### config.mk
export PLATFORM = sky130hd
export DESIGN_NAME = uart_rx_capture
export DESIGN_NICKNAME = d
export VERILOG_FILES = /design/src/rtl/uart_rx_capture.sv
export SDC_FILE = /design/constraint.sdc
export NUM_CORES = 1
export LEC_CHECK = 0
export ABC_AREA = 1
export ABC_CLOCK_PERIOD_IN_PS = 3200
export BUFFER_PORTS_ARGS = -buffer_cell sky130_fd_sc_hd__buf_2
export CAP_MARGIN = 20
export CORE_UTILIZATION = 50
export DETAILED_ROUTE_END_ITERATION = 10
export GPL_ROUTABILITY_DRIVEN = 0
export PLACE_DENSITY_LB_ADDON = 0.05
export SYNTH_ARGS = -nofsm -noshare
export SYNTH_HDL_FRONTEND = slang
export SYNTH_SLANG_ARGS = --single-unit
### constraint.sdc
create_clock -name clk -period 3.2 [get_ports clk]
set_input_delay 0.96 -clock clk [delete_from_list [all_inputs] [get_ports clk]]
set_output_delay 0.96 -clock clk [all_outputs]
set_load 0.01 [all_outputs]
### src/rtl/uart_rx_capture.sv
// 8N1 UART receiver with a first-word fall-through receive FIFO.
// Samples mid-bit from a 2-flop synchronised line and keeps sticky framing/overflow flags.
module uart_rx_capture #(
  parameter int CLK_FREQ   = 25000000,
  parameter int BAUD_RATE  = 781250,
  parameter int FIFO_DEPTH = 16
) (
  input  logic                            clk,
  input  logic                            rst_n,
  input  logic                            rx_i,
  input  logic                            rx_en_i,
  output logic [7:0]                      data_o,
  output logic                            valid_o,
  input  logic                            ready_i,
  output logic [$clog2(FIFO_DEPTH+1)-1:0] count_o,
  output logic                            frame_err_o,
  output logic                            overflow_o,
  input  logic                            clr_err_i
);

  localparam int DIV  = CLK_FREQ / BAUD_RATE;
  localparam int HALF = DIV / 2;
  localparam int DCW  = $clog2(DIV);
  localparam int AW   = $clog2(FIFO_DEPTH);
  localparam int CW   = $clog2(FIFO_DEPTH + 1);

  if (DIV < 4) begin : g_bad_div
    $error("uart_rx_capture: CLK_FREQ/BAUD_RATE must be at least 4");
  end
  if (FIFO_DEPTH < 2 || (FIFO_DEPTH & (FIFO_DEPTH - 1)) != 0) begin : g_bad_depth
    $error("uart_rx_capture: FIFO_DEPTH must be a power of two >= 2");
  end

  typedef enum logic [2:0] {IDLE, START, DATA, STOP, WAIT_IDLE} state_t;

  state_t         state;
  logic [1:0]     sync;
  logic [1:0]     fill;
  logic           armed;
  logic           rx_s;
  logic [DCW-1:0] div_cnt;
  logic [2:0]     bit_idx;
  logic [7:0]     shift;
  logic           half_tick;
  logic           bit_tick;
  logic           stop_good;
  logic           stop_bad;

  logic [7:0]     mem [FIFO_DEPTH];
  logic [AW-1:0]  wr_ptr;
  logic [AW-1:0]  rd_ptr;
  logic [CW-1:0]  count;
  logic           full;
  logic           push;
  logic           pop;
  logic           drop;

  assign rx_s      = sync[1];
  assign half_tick = (div_cnt == DCW'(HALF - 1));
  assign bit_tick  = (div_cnt == DCW'(DIV - 1));
  assign stop_good = (state == STOP) && bit_tick && rx_s;
  assign stop_bad  = (state == STOP) && bit_tick && !rx_s;

  // The synchroniser resets to idle-high, so a line that is low when reset
  // releases is not a start bit; armed waits for a genuine high sample first.
  always_ff @(posedge clk) begin
    if (!rst_n) begin
      sync  <= 2'b11;
      fill  <= 2'b00;
      armed <= 1'b0;
    end else begin
      // NOTE: sequential state uses non-blocking assignments so every flop samples pre-edge values.
      sync <= {sync[0], rx_i};
      fill <= {fill[0], 1'b1};
      if (fill[1] && rx_s) armed <= 1'b1;
    end
  end

  always_ff @(posedge clk) begin
    if (!rst_n) begin
      state   <= IDLE;
      div_cnt <= '0;
      bit_idx <= '0;
      shift   <= '0;
    end else begin
      case (state)
        IDLE: begin
          div_cnt <= '0;
          if (rx_en_i && armed && !rx_s) state <= START;
        end
        START: begin
          if (half_tick) begin
            div_cnt <= '0;
            bit_idx <= '0;
            state   <= rx_s ? IDLE : DATA;
          end else begin
            div_cnt <= div_cnt + DCW'(1);
          end
        end
        DATA: begin
          if (bit_tick) begin
            div_cnt        <= '0;
            shift[bit_idx] <= rx_s;
            if (bit_idx == 3'd7) state <= STOP;
            else bit_idx <= bit_idx + 3'd1;
          end else begin
            div_cnt <= div_cnt + DCW'(1);
          end
        end
        STOP: begin
          if (bit_tick) begin
            div_cnt <= '0;
            state   <= rx_s ? IDLE : WAIT_IDLE;
          end else begin
            div_cnt <= div_cnt + DCW'(1);
          end
        end
        WAIT_IDLE: begin
          div_cnt <= '0;
          if (rx_s) state <= IDLE;
        end
        default: state <= IDLE;
      endcase
    end
  end

  // A pop frees the head slot on the same edge, so a push into a full FIFO is still accepted.
  always_comb begin
    // NOTE: every always_comb output is assigned on all paths so no latch is inferred.
    full = (count == CW'(FIFO_DEPTH));
    pop  = valid_o && ready_i;
    push = stop_good && (!full || pop);
    drop = stop_good && full && !pop;
  end

  always_ff @(posedge clk) begin
    if (!rst_n) begin
      wr_ptr <= '0;
      rd_ptr <= '0;
      count  <= '0;
    end else begin
      if (push) wr_ptr <= wr_ptr + AW'(1);
      if (pop)  rd_ptr <= rd_ptr + AW'(1);
      case ({push, pop})
        2'b10:   count <= count + CW'(1);
        2'b01:   count <= count - CW'(1);
        default: count <= count;
      endcase
    end
  end

  // NOTE: storage is not reset; count/pointers define validity and data_o is masked when empty.
  always_ff @(posedge clk) begin
    if (push) mem[wr_ptr] <= shift;
  end

  always_ff @(posedge clk) begin
    if (!rst_n) begin
      frame_err_o <= 1'b0;
      overflow_o  <= 1'b0;
    end else begin
      if (stop_bad)       frame_err_o <= 1'b1;
      else if (clr_err_i) frame_err_o <= 1'b0;
      if (drop)           overflow_o  <= 1'b1;
      else if (clr_err_i) overflow_o  <= 1'b0;
    end
  end

  assign valid_o = (count != '0);
  assign count_o = count;
  assign data_o  = valid_o ? mem[rd_ptr] : 8'h00;

endmodule

==> flow_metrics.env <==
export IMPL_regArea_sq_um=4710
export IMPL_skew_ns=0.00598
export IMPL_post_synth_top_count_cell="nand2_1"
export IMPL_worst_path_max_delay_cell="dfxtp_2"
export IMPL_min_from="sync[0]"
export IMPL_wl_per_cell_um=17.9
export IMPL_path_delay_family="buffers and inverters"
export IMPL_synth_top_family_by_area="simple AND/OR/NAND/NOR gates"
export IMPL_async_reset_ff_share_pct=0
export IMPL_drive_gt1_share_pct=11.7
export IMPL_ys_top_cells_by_area="edfxtp_1 (53%), dfxtp_1 (12%), nand2_1 (8.7%), nand3_1 (8.1%), a21oi_1 (3.0%)"
export IMPL_grt_overflow=0
export IMPL_busiest_layer="met2"
export IMPL_clock_path_buffers=2
export IMPL_reg2reg_slack_ns=0.62
export IMPL_ys_flop_type="edfxtp_1"
export IMPL_holdWs_ns=0.411
export IMPL_vias_per_cell=5.57
export IMPL_synth_top_area_share_pct=52.9
export IMPL_cts_setup_buffers=0
export IMPL_finalHoldViolCount=0
export IMPL_drc=0
export IMPL_synthMuxAreaShare_pct=0
export IMPL_holdPathStages=1
export IMPL_use_met3_pct=4.14
export IMPL_fin_cells=912
export IMPL_power_static_leakage_nw=3.06
export IMPL_period_needed_ns=2.93
export IMPL_start_util_pct=51.7
export IMPL_synth_compound_area_share_pct=5.48
export IMPL_p_sw_share_pct=19.7
export IMPL_dp_cells=880
export IMPL_ir_drop_mv=0.378
export IMPL_status="finished clean"
export IMPL_final_setup_tns_ns=0
export IMPL_netlist_top_cells_count="nand2_1 (169), edfxtp_1 (128), nand3_1 (118)"
export IMPL_powerDensity_nw_per_um2=557
export IMPL_path_clk_slew_ns=0.06
export IMPL_synthSimpleGateAreaFrac_pct=22.5
export IMPL_required_ns=2.24
export IMPL_cp_start_kind="register"
export IMPL_slew_violations=0
export IMPL_cp_max_fo=32
export IMPL_drt_pass1_iter_count=5
export IMPL_synthesis_nets=719
export IMPL_drt_iter0_drc=565
export IMPL_worstPathCellList="buf_4, nand2_1, nand3_1, nand3_1, a21oi_1, o21a_1, buf_2"
export IMPL_rr_endpoint="mem[12][4]"
export IMPL_grt_pass1_wl_um=25700
export IMPL_hpwl_um=10600
export IMPL_layout_setup_ws_ns=0.267
export IMPL_p_int_w=0.00364
export IMPL_period_share_pct=91.6
export IMPL_synth_cell_types=31
export IMPL_yosysSeqAreaShare_pct=64.8
export IMPL_grt_pass1_vias=4822
export IMPL_track_usage_pct=23.6
export IMPL_critical_path_arrival_ns=1.97
export IMPL_detailedPlace_worstSlack_ns=0.460
export IMPL_cts_hold_buf=0
export IMPL_r2r_cells=8
export IMPL_seqPwrFrac_pct=52.5
export IMPL_cts_buffers_inserted=17
export IMPL_clock_sinks=171
export IMPL_syn_to_final_growth_pct=12.1
export IMPL_relSlewSlack_pct=38.8
export IMPL_pwr_share_comb_pct=3.0
export IMPL_io_buffers=21
export IMPL_cp_end_kind="output port"
export IMPL_clkPwrFrac_pct=44.5
export IMPL_synthesis_area_sq_um=7260
export IMPL_cts_tree="done"
export IMPL_fp_row_count=43
export IMPL_cts_root_buf="clkbuf_16"
export IMPL_ys_warn_count=0
export IMPL_synth_edf_count=128
export IMPL_drt_wl_total_um=16300
export IMPL_yosys_area_share_xor_xnor_pct=0.724
export IMPL_netlist_instances=698
export IMPL_met2_usage_pct=37.9
export IMPL_crit_buf_inv=2
export IMPL_num_antenna_cells=0
export IMPL_cpPeakStageDelay_ns=0.35
export IMPL_fill_cells=1223
export IMPL_cap_violations=0
export IMPL_clk_insertion_delay_late_ns=0.42
export IMPL_nNetsFinal=740
export IMPL_cts_resized=0
export IMPL_ys_ff_latch=171
export IMPL_core_area_sq_um=14000
export IMPL_syn_area_per_cell_sq_um=10.4
export IMPL_min_path_type="register to register"
export IMPL_yosys_area_top_type="edfxtp_1"
export IMPL_hold_path_end="sync[1]"
export IMPL_antenna_found_initial=0
export IMPL_post_route_util_pct=58.0
export IMPL_p_sw_w=0.000895
export IMPL_grt_max_degree=65
export IMPL_crit_path_frequent_cell="nand3_1"
export IMPL_worstSetupPathType="register to output port"
export IMPL_fmax_mhz=341
export IMPL_die_x_um=123
export IMPL_worst_pin_slew_ns=0.917
export IMPL_htree_levels=4
export IMPL_dieArea_sq_um=15000
export IMPL_ios=22
export IMPL_multi_input_area_sq_um=2280
export IMPL_synthAdderAreaFrac_pct=2.69
export IMPL_num_vias=5078
export IMPL_use_met1_pct=31.7
export IMPL_setup_viol=0
export IMPL_fp_dieH_um=123
export IMPL_r2r_start="div_cnt[0]"
export IMPL_ant_nets=0
export IMPL_rsz0062_at_grt="no"
## sequential cells by signal (all words and copies together) (netlist names), named ones only
signal       flops
fill             2
rd_ptr           4
armed            1
state            3
shift            8
mem            128
frame_err_o      1
sync             2
div_cnt          5
bit_idx          3
wr_ptr           4
overflow_o       1
count_o          5
## layout make-up
cell class	instances	area share [%]
Clock inverter	7	1.08
Tap cell	180	2.77
Timing Repair Buffer	31	2.37
Clock buffer	25	6.10
Inverter	41	1.89
Sequential cell	171	57.8
Multi-Input combinational cell	457	28.0
## stage by stage
step | instance area [sq um] | total power, W
2_1_floorplan | 7260 | 0.00254
3_3_place_gp | 7550 | 0.00256
3_5_place_dp | 7550 | 0.00257
4_1_cts | 8140 | 0.00456
5_1_grt | 8140 | 0.00468
6_report | 8140 | 0.00454
## power groups by stage
stage	combinational, W	sequential [W]	clock [W]
after global routing	0.000159	0.00238	0.00213
final	0.000136	0.00238	0.00202
after detailed placement	0.000136	0.00243	0
after CTS	0.000137	0.00238	0.00205
after floorplan	0.000111	0.00242	0
after global placement	0.000135	0.00243	0
## cell families after synthesis
kind of cell             count (synthesis)
buffers and inverters                   70
adder cells (fa/ha/maj)                 15
AO/OA/AOI/OAI                           74
AND/OR/NAND/NOR                        362
flip-flops                             171
XOR/XNOR                                 6
## how the worst max path moves through the flow
stage                       endpoint  slack, ns  depth (start not counted)
final                      data_o[3]       0.27                          7
after detailed placement  mem[12][2]       0.46                          7
after floorplan           mem[10][0]       0.96                          6
after global routing       data_o[4]       0.14                          7
after CTS                  data_o[7]       0.28                          7
after global placement     mem[1][7]       0.56                          7
## layer usage
layer	routed length, um	part of all wire, %	vias to the layer above
met5	0	0	-
met4	303	1.9	0
met3	810	5.0	27
met2	7790	48	141
met1	7440	46	2467
li1	-	-	2443
## worst register-to-register path: cells and delay by family, from the launching register on
kind / cells / cell delay [ns]
flops: 1 / 0.38
simple gates: 5 / 1.26
buf+inv: 1 / 0.10
fa+ha+maj: 2 / 0.48
## layout by cell type (no fill, tap or decap)
master,count
nor2_8,1
edfxtp_1,128
dfxtp_2,1
clkbuf_16,18
fa_1,1
dfxtp_1,42
nand3_4,1
bufinv_16,2
o21ai_2,1
nand3b_1,1
nor2_4,5
a221oi_1,1
clkbuf_1,5
or2_2,3
nor2_2,3
clkbuf_8,2
clkinvlp_4,1
buf_12,1
clkinv_2,4
o21ai_1,9
nor2_1,48
nor3_1,2
nand4_1,4
inv_2,7
o21a_1,8
a21oi_1,43
nand2_1,169
ha_1,14
nand2_2,4
buf_4,9
inv_1,34
buf_2,21
xnor2_1,2
xor2_1,4
o21ai_0,12
nand3_1,118
nand3_2,2
nor4_1,1
Note: power is estimated with default switching activity, not from simulation.
